<file path="config.mk">
export PLATFORM = sky130hd
export DESIGN_NAME = stream_seq_check
export DESIGN_NICKNAME = d
export VERILOG_FILES = /design/src/rtl/stream_seq_check_pkg.sv /design/src/rtl/stream_seq_check_stall_gen.sv /design/src/rtl/stream_seq_check.sv
export SDC_FILE = /design/constraint.sdc
export NUM_CORES = 1
export LEC_CHECK = 0
export CORE_ASPECT_RATIO = 1.1
export CORE_UTILIZATION = 45
export CTS_CLUSTER_SIZE = 12
export DETAILED_ROUTE_END_ITERATION = 16
export HOLD_SLACK_MARGIN = 0.05
export PLACE_DENSITY_LB_ADDON = 0.08
export SETUP_SLACK_MARGIN = 0.05
export SYNTH_ARGS = -nofsm -noshare
export SYNTH_HDL_FRONTEND = slang
export SYNTH_HIERARCHICAL = 1
export SYNTH_SLANG_ARGS = --single-unit
</file>
<file path="constraint.sdc">
create_clock -name clk -period 2.85 [get_ports clk]
set_input_delay 0.57 -clock clk [delete_from_list [all_inputs] [get_ports clk]]
set_output_delay 0.57 -clock clk [all_outputs]
set_load 0.05 [all_outputs]
</file>
<file path="src/rtl/stream_seq_check_pkg.sv">
// Shared definitions for stream_seq_check: FSM state encoding, slot counter
// width and the saturating increment used by the error counter.
package stream_seq_check_pkg;

    typedef enum logic [1:0] {
        IDLE = 2'd0,
        RUN  = 2'd1,
        DONE = 2'd2
    } state_t;

    // Four back-pressure slots, so the slot counter is two bits wide.
    localparam int SLOT_W = 2;

    // Increment that sticks at max_value. Operates on 32-bit values, so
    // callers with WIDTH up to 32 zero-extend in and truncate back out.
    function automatic logic [31:0] sat_inc(input logic [31:0] value,
                                            input logic [31:0] max_value);
        return (value == max_value) ? value : value + 32'd1;
    endfunction

endpackage

</file>
<file path="src/rtl/stream_seq_check_stall_gen.sv">
// stream_stall_gen: back-pressure generator for stream_seq_check. A 2-bit
// slot counter walks the 4-bit pattern while the checker is running; the
// ready output depends only on registered state.
module stream_stall_gen
    import stream_seq_check_pkg::*;
#(
    parameter logic [3:0] PATTERN = 4'b1111
) (
    input  logic clk,
    input  logic nrst,
    input  logic run,
    input  logic restart,
    output logic ready
);

    logic [SLOT_W-1:0] slot;

    // Slot advances every running cycle, transfer or not; restart re-aligns it to slot 0.
    always_ff @(posedge clk or negedge nrst) begin
        if (!nrst) begin
            slot <= '0;
        end else if (restart) begin
            slot <= '0;
        end else if (run) begin
            slot <= slot + SLOT_W'(1);
        end
    end

    assign ready = run & PATTERN[slot];

endmodule

</file>
<file path="src/rtl/stream_seq_check.sv">
// stream_seq_check: stream sink that consumes COUNT items, checks them against
// an incrementing sequence starting at 'first', and reports count, error count
// and the last bad value through a valid/ready result handshake.
// Optional build macro: STREAM_SEQ_CHECK_RESYNC_EN -- on a mismatch the
// reference re-locks to the received value, so a slip costs a single error.
module stream_seq_check
    import stream_seq_check_pkg::*;
#(
    parameter int         WIDTH         = 8,
    parameter int         COUNT         = 16,
    parameter logic [3:0] STALL_PATTERN = 4'b1111
) (
    input  logic             clk,
    input  logic             nrst,
    input  logic             in_valid,
    output logic             in_ready,
    input  logic [WIDTH-1:0] first,
    input  logic [WIDTH-1:0] sIn,
    input  logic             sIn_valid,
    output logic             sIn_ready,
    output logic             out_valid,
    input  logic             out_ready,
    output logic [WIDTH-1:0] count,
    output logic [WIDTH-1:0] errors,
    output logic [WIDTH-1:0] last_bad
);

    // Count value at which the final handshake of a run occurs (wraps when COUNT == 2^WIDTH).
    localparam logic [WIDTH-1:0] LAST_IDX = WIDTH'(COUNT - 1);
    localparam logic [WIDTH-1:0] ERR_MAX  = '1;

    state_t           state;
    logic [WIDTH-1:0] expected;
    logic [WIDTH-1:0] next_expected;
    logic             running;
    logic             start;
    logic             handshake;
    logic             mismatch;

    assign running   = (state == RUN);
    assign in_ready  = (state == IDLE);
    assign out_valid = (state == DONE);
    assign start     = in_valid && (state == IDLE);
    assign handshake = sIn_valid && sIn_ready;
    assign mismatch  = (sIn != expected);

`ifdef STREAM_SEQ_CHECK_RESYNC_EN
    assign next_expected = mismatch ? sIn + WIDTH'(1) : expected + WIDTH'(1);
`else
    assign next_expected = expected + WIDTH'(1);
`endif

    stream_stall_gen #(
        .PATTERN (STALL_PATTERN)
    ) u_stall_gen (
        .clk     (clk),
        .nrst    (nrst),
        .run     (running),
        .restart (start),
        .ready   (sIn_ready)
    );

    // Run FSM with comparator and result counters; results persist until the next start.
    // NOTE: every register here is assigned with <= so all updates see pre-edge values.
    always_ff @(posedge clk or negedge nrst) begin
        if (!nrst) begin
            state    <= IDLE;
            expected <= '0;
            count    <= '0;
            errors   <= '0;
            last_bad <= '0;
        end else begin
            case (state)
                IDLE: begin
                    if (in_valid) begin
                        expected <= first;
                        count    <= '0;
                        errors   <= '0;
                        last_bad <= '0;
                        state    <= RUN;
                    end
                end
                RUN: begin
                    if (handshake) begin
                        if (mismatch) begin
                            errors   <= WIDTH'(sat_inc(32'(errors), 32'(ERR_MAX)));
                            last_bad <= sIn;
                        end
                        expected <= next_expected;
                        count    <= count + WIDTH'(1);
                        if (count == LAST_IDX) begin
                            state <= DONE;
                        end
                    end
                end
                DONE: begin
                    if (out_ready) begin
                        state <= IDLE;
                    end
                end
                default: state <= IDLE;
            endcase
        end
    end

endmodule

</file>
==> After elaboration in Yosys (flattened, before gate mapping) <==
Cells that the tools add are included.
W data, S select, Z words.
{ "op_classes": {"mux": 22, "bitwise": 1, "addsub": 4, "n_reduce_logical": 9, "eq_ne": 11, "magnitude_cmp": 1} }
{ "op_table": {"columns": ["cell", "count"], "rows": [
  ["$mux W8", 9],
  ["$pmux W8 S2", 4],
  ["$add A8 B1 Y8 const B", 3],
  ["$mux W2", 6],
  ["$ne A2 B2 Y1 const B", 5],
  ["$eq A8 B4 Y1 const B", 1],
  ["$eq A8 B8 Y1 const B", 1],
  ["$ne A8 B8 Y1", 1],
  ["$reduce_and A4 Y1", 2],
  ["$pmux W2 S3", 1],
  ["$reduce_and A5 Y1", 1],
  ["$reduce_bool A2 Y1", 2],
  ["$lt A2 B3 Y1 const B", 1],
  ["$reduce_and A3 Y1", 1],
  ["$add A2 B1 Y2 const B", 1],
  ["$bmux W1 S2", 1],
  ["$eq A2 B1 Y1 const B", 1],
  ["$eq A2 B2 Y1 const B", 1],
  ["$logic_and A1 B1 Y1", 2],
  ["$logic_not A2 Y1", 1],
  ["$ne A2 B1 Y1 const B", 1],
  ["$and A1 B1 Y1", 1],
  ["$mux W1", 1]
]} }
{ "word_totals": {"regBits": 36, "output_inout_bits": 27, "wordCells": 54, "in_bits": 21} }

==> Logic depth before layout (Yosys ltp) <==
{ "logic_depth": {"word_depth": 6, "depth_mapped": 12} }

==> Hierarchy <==
The synthesis kept the hierarchy.
{ "by_module_without_submodules": {"columns": ["mod", "seq_area_each_um2", "cells_each", "area_each_um2", "n_inst"], "rows": [
  ["stream_seq_check", 850.8, 207, 1846.8, 1],
  ["stream_stall_gen", 0.0, 1, 7.5, 1]
]} }

==> Least setup slack after synthesis <==
Ideal clock, no wire load.
{ "synth_timing": {"path_kind": "register -> register", "from": "register state[1]", "to": "register errors[7]", "path_stages_with_launch": 12, "slack_ps": 89, "arrival_time_ps": 2683, "path_buffers": 4, "t_required_ps": 2772, "path_cell_list": "dfrtp_1 > nand2b_1 > buf_4 > inv_1 > clkbuf_1 > buf_1 > buf_4 > nand2_1 > o21ai_4 > o31ai_4 > or4_1 > a21oi_1"} }
{ "synth_between": {"elab_chain_len": 5, "word_cells_on_any_way": 11, "classes_between": "5 x eq/ne; 1 x mux; 1 x bitwise; 4 x reduce/logical"} }
{ "synth_lines": {"columns": ["item", "line", "rtl"], "rows": [
  ["start: declaration", "stream_seq_check.sv:32", "state_t state;"],
  ["start signal: assignment", "stream_seq_check.sv:67", "state <= IDLE;"],
  ["start signal: assignment", "stream_seq_check.sv:80", "state <= RUN;"],
  ["start signal: assignment", "stream_seq_check.sv:92", "state <= DONE;"],
  ["$eq A2 B1 Y1", "stream_seq_check.sv:40", "assign running = (state == RUN);"],
  ["via running", "stream_seq_check.sv:35", "logic running;"],
  ["$and A1 B1 Y1", "stream_seq_check_stall_gen.sv:29", "assign ready = run & PATTERN[slot];"],
  ["via sIn_ready", "stream_seq_check.sv:20", "output logic sIn_ready,"],
  ["$logic_and A1 B1 Y1", "stream_seq_check.sv:44", "assign handshake = sIn_valid && sIn_ready;"],
  ["$ne A2 B2 Y1 (no source line)", null, null],
  ["$reduce_and A5 Y1 (no source line)", null, null],
  ["end signal: assignment", "stream_seq_check.sv:86", "errors <= WIDTH'(sat_inc(32'(errors), 32'(ERR_MAX)));"],
  ["end: declaration", "stream_seq_check.sv:24", "output logic [WIDTH-1:0] errors,"]
]} }
The timed path passes the listed nets, and every way through them passes these cells.
A chain may end at the register's enable or synchronous reset.

==> Worst setup path after layout <==
{ "layout_timing": {"from": "input in_valid", "to": "register errors[3]"} }
{ "layout_between": {"elab_chain_len": 2} }
{ "layout_lines": {"columns": ["item", "line", "rtl"], "rows": [
  ["start: declaration", "stream_seq_check.sv:15", "input logic in_valid,"],
  ["$ne A2 B2 Y1 (no source line)", null, null],
  ["$reduce_and A5 Y1 (no source line)", null, null]
]} }
Every way passes these cells.

==> results.cfg <==
[floorplanning]
die_x_um = 63.21
die_y_um = 69.33
core_um2 = 3964
start_util_pct = 46.78
die_area_um2 = 4382
rows = 24
ios = 48

[detailed_routing]
dr_wl_met2_um = 1907
ant_nets = 0
num_vias = 1643
post-route-drc-count = 0
wl_met1_um = 2060
wire_per_inst_um = 13.52
highest_layer = met4
drt_pass1_iterations = 4
dr_wl_met3_um = 139
dr.first_iter.drc_count = 105
wl_um = 4190
via_per_inst = 5.300

[synth]
synth_area_um2 = 1854
synth.net_count = 232
ys_types = 39
yosysWarnings = 6
async_flop_share_pct = 100.0
synth_edf_count = 0
yosysTopAreaCellShare_pct = 45.88
yosysMostFrequentCell = nand2_1
synth_area_leader_cell = dfrtp_1
synth_seq_area_share_pct = 45.88
synth.avg_cell_area_um2 = 8.915
synth_seq_cells = 34
synthFlopType = dfrtp_1
synthesis.instances = 208
synthTopCellsByArea = dfrtp_1 46%, nand2_1 7.5%, xnor2_1 4.7%
yosys-top-cells-count = 37 x nand2_1, 34 x dfrtp_1, 16 x a21oi_1, 16 x nor2_1, 16 x o21ai_0

[sta]
finClkSkew_ns = 0.003924
tightest_slew_ns = 0.6444
maxSlewHeadroom_pct = 56.84
rsz0062_at_grt = false
hold_ws_ns = 0.4835
fin_tns_setup_ns = 0
setup_viol = 0
post-route-period-util_pct = 82.01
fin_crit_ns = 2.337
hold_viol = 0
timing.final.max_slew_violations = 0
fmax_mhz = 427.9

[clock_network]
worstSkewPairLatency_ns = 0.29
clockBufferDepth = 2
cts_resized = 0
cts_made_buffers = 5
cts_tree = built
clkTransAtPathRegs_ns = 0.07
cts-root-buf = clkbuf_8
cts_sinks = 34
postCtsSetupBuffers = 0
ctsHoldBuffers = 0
htree_levels = 2

[place]
place_congestion = 0.7729
io_buffers = 47
hpwl_um = 2909

[critical_path]
crit_arrival_ns = 2.52
crit_path_end_kind = flop
cpPeakStageDelay_ns = 0.47
crit_slowest_cell = clkdlybuf4s50_1
startpoint = in_valid
crit_chain = clkdlybuf4s50_1 > or3b_4 > o21ai_4 > o31ai_4 > or2_1 > o41ai_2
r2r_start = state[1]
r2r_cells = 6
worstPathMaxFanout = 15
path_class = in2reg
cp.depth = 6
crit_required_ns = 3.03
path_delay_family = simple AND/OR/NAND/NOR gates
path_buf_inv = 1
critPathLaunchType = input pin

[global_route]
antenna_found_initial = 0
grt_overflow = 0
grt_pass1_vias = 1485
grt_use_total_pct = 20.74
grt_pass1_wl_um = 7065
grt_max_degree = 35

[power]
peakVddDrop_mv = 0.6375
p_seq_share_pct = 29.1
combPwrFrac_pct = 58.7
p_sw_uw = 1564
p_int_uw = 1537
p_leak_uw = 0.001033
p_per_area_nw_per_um2 = 1247
clockPowerShare_pct = 12.2
swShare_pct = 50.44

[final_layout]
fill_cells = 348
layout-area-overhead-vs-synth_pct = 34.08
fin_nets = 281
antennaDiodeCount = 0
drive_gt1_share_pct = 8.527

[hold_path]
hp-class = reg2reg
worstHoldStart = last_bad[5]
hold_depth = 2

[status]
status = finished clean

[run]
max_cap_viol_count = 0
[kinds of logic after synthesis]
group / Yosys count / synth area share, %
simple gates: 92 / 23.41
compound gates: 50 / 18.15
flops: 34 / 45.88
xor+xnor: 14 / 6.612
buf+inv: 14 / 3.305
fa+ha+maj: 3 / 2.025
mux: 1 / 0.6072
[worst paths after layout]
path                                to  slack (ns)
setup / recovery             errors[3]        0.51
hold / removal             last_bad[5]        0.48
setup reg to reg             errors[3]        0.65
hold reg to reg            last_bad[5]        0.48
max in group asynchronous     count[4]        1.84
min in group asynchronous     count[5]        0.70
[tightest hold or removal path: stages, from the launching register on]
cell     delay (ns)
dfrtp_1        0.35
nand2_1        0.05
o21ai_0        0.06
[cell usage in the layout, fill, tap and decap left out, types with 4 or more instances in the layout]
cell type,instances
o31ai_1,5
xnor2_1,10
xor2_1,4
clkdlybuf4s50_1,46
clkbuf_8,6
dfrtp_1,34
a21oi_1,16
buf_4,5
nand2_1,37
nand3_1,13
nor2_1,16
nor3_1,5
inv_1,4
o21ai_0,16
[routing by layer]
| layer | track usage, % | up-vias |
|---|---|---|
| li1 | - | 828 |
| met1 | 28.25 | 769 |
| met2 | 31.78 | 38 |
| met3 | 4.605 | 8 |
| met4 | 8.586 | 0 |
| met5 | 0 | - |
[state kept, by name (all words and copies together) (netlist names)]
name / flops
errors: 8
count: 8
state: 2
expected: 8
last_bad: 8
[metrics by stage]
step	cells	worst slack [ns]	total power (uW)	util (%)	cell area, um^2
floorplan	208	0.08899	2191	-	1854
global placement	302	0.3073	2716	60.32	2391
detailed placement	302	0.2289	2735	60.32	2391
CTS	310	0.5282	3118	62.72	2486
global route	310	0.4342	3319	62.72	2486
finish	310	0.5128	3101	62.72	2486
[final cells by class]
cell class | count | area (um^2) | share of cell area, %
Sequential cell | 34 | 850.8 | 34.22
Inverter | 4 | 15.01 | 0.6039
Clock inverter | 2 | 12.51 | 0.5033
Timing Repair Buffer | 52 | 518.0 | 20.84
Clock buffer | 6 | 82.58 | 3.322
Tap cell | 52 | 65.06 | 2.617
Multi-Input combinational cell | 160 | 942.2 | 37.90
[power groups by stage]
stage	clock network, uW	logic, uW	registers [uW]
after floorplan	0	873	1320
after global placement	0	1810	906
after detailed placement	0	1830	906
after CTS	385	1830	900
after global routing	408	1980	928
final	378	1820	902
Note: power is estimated with default switching activity, not from simulation.
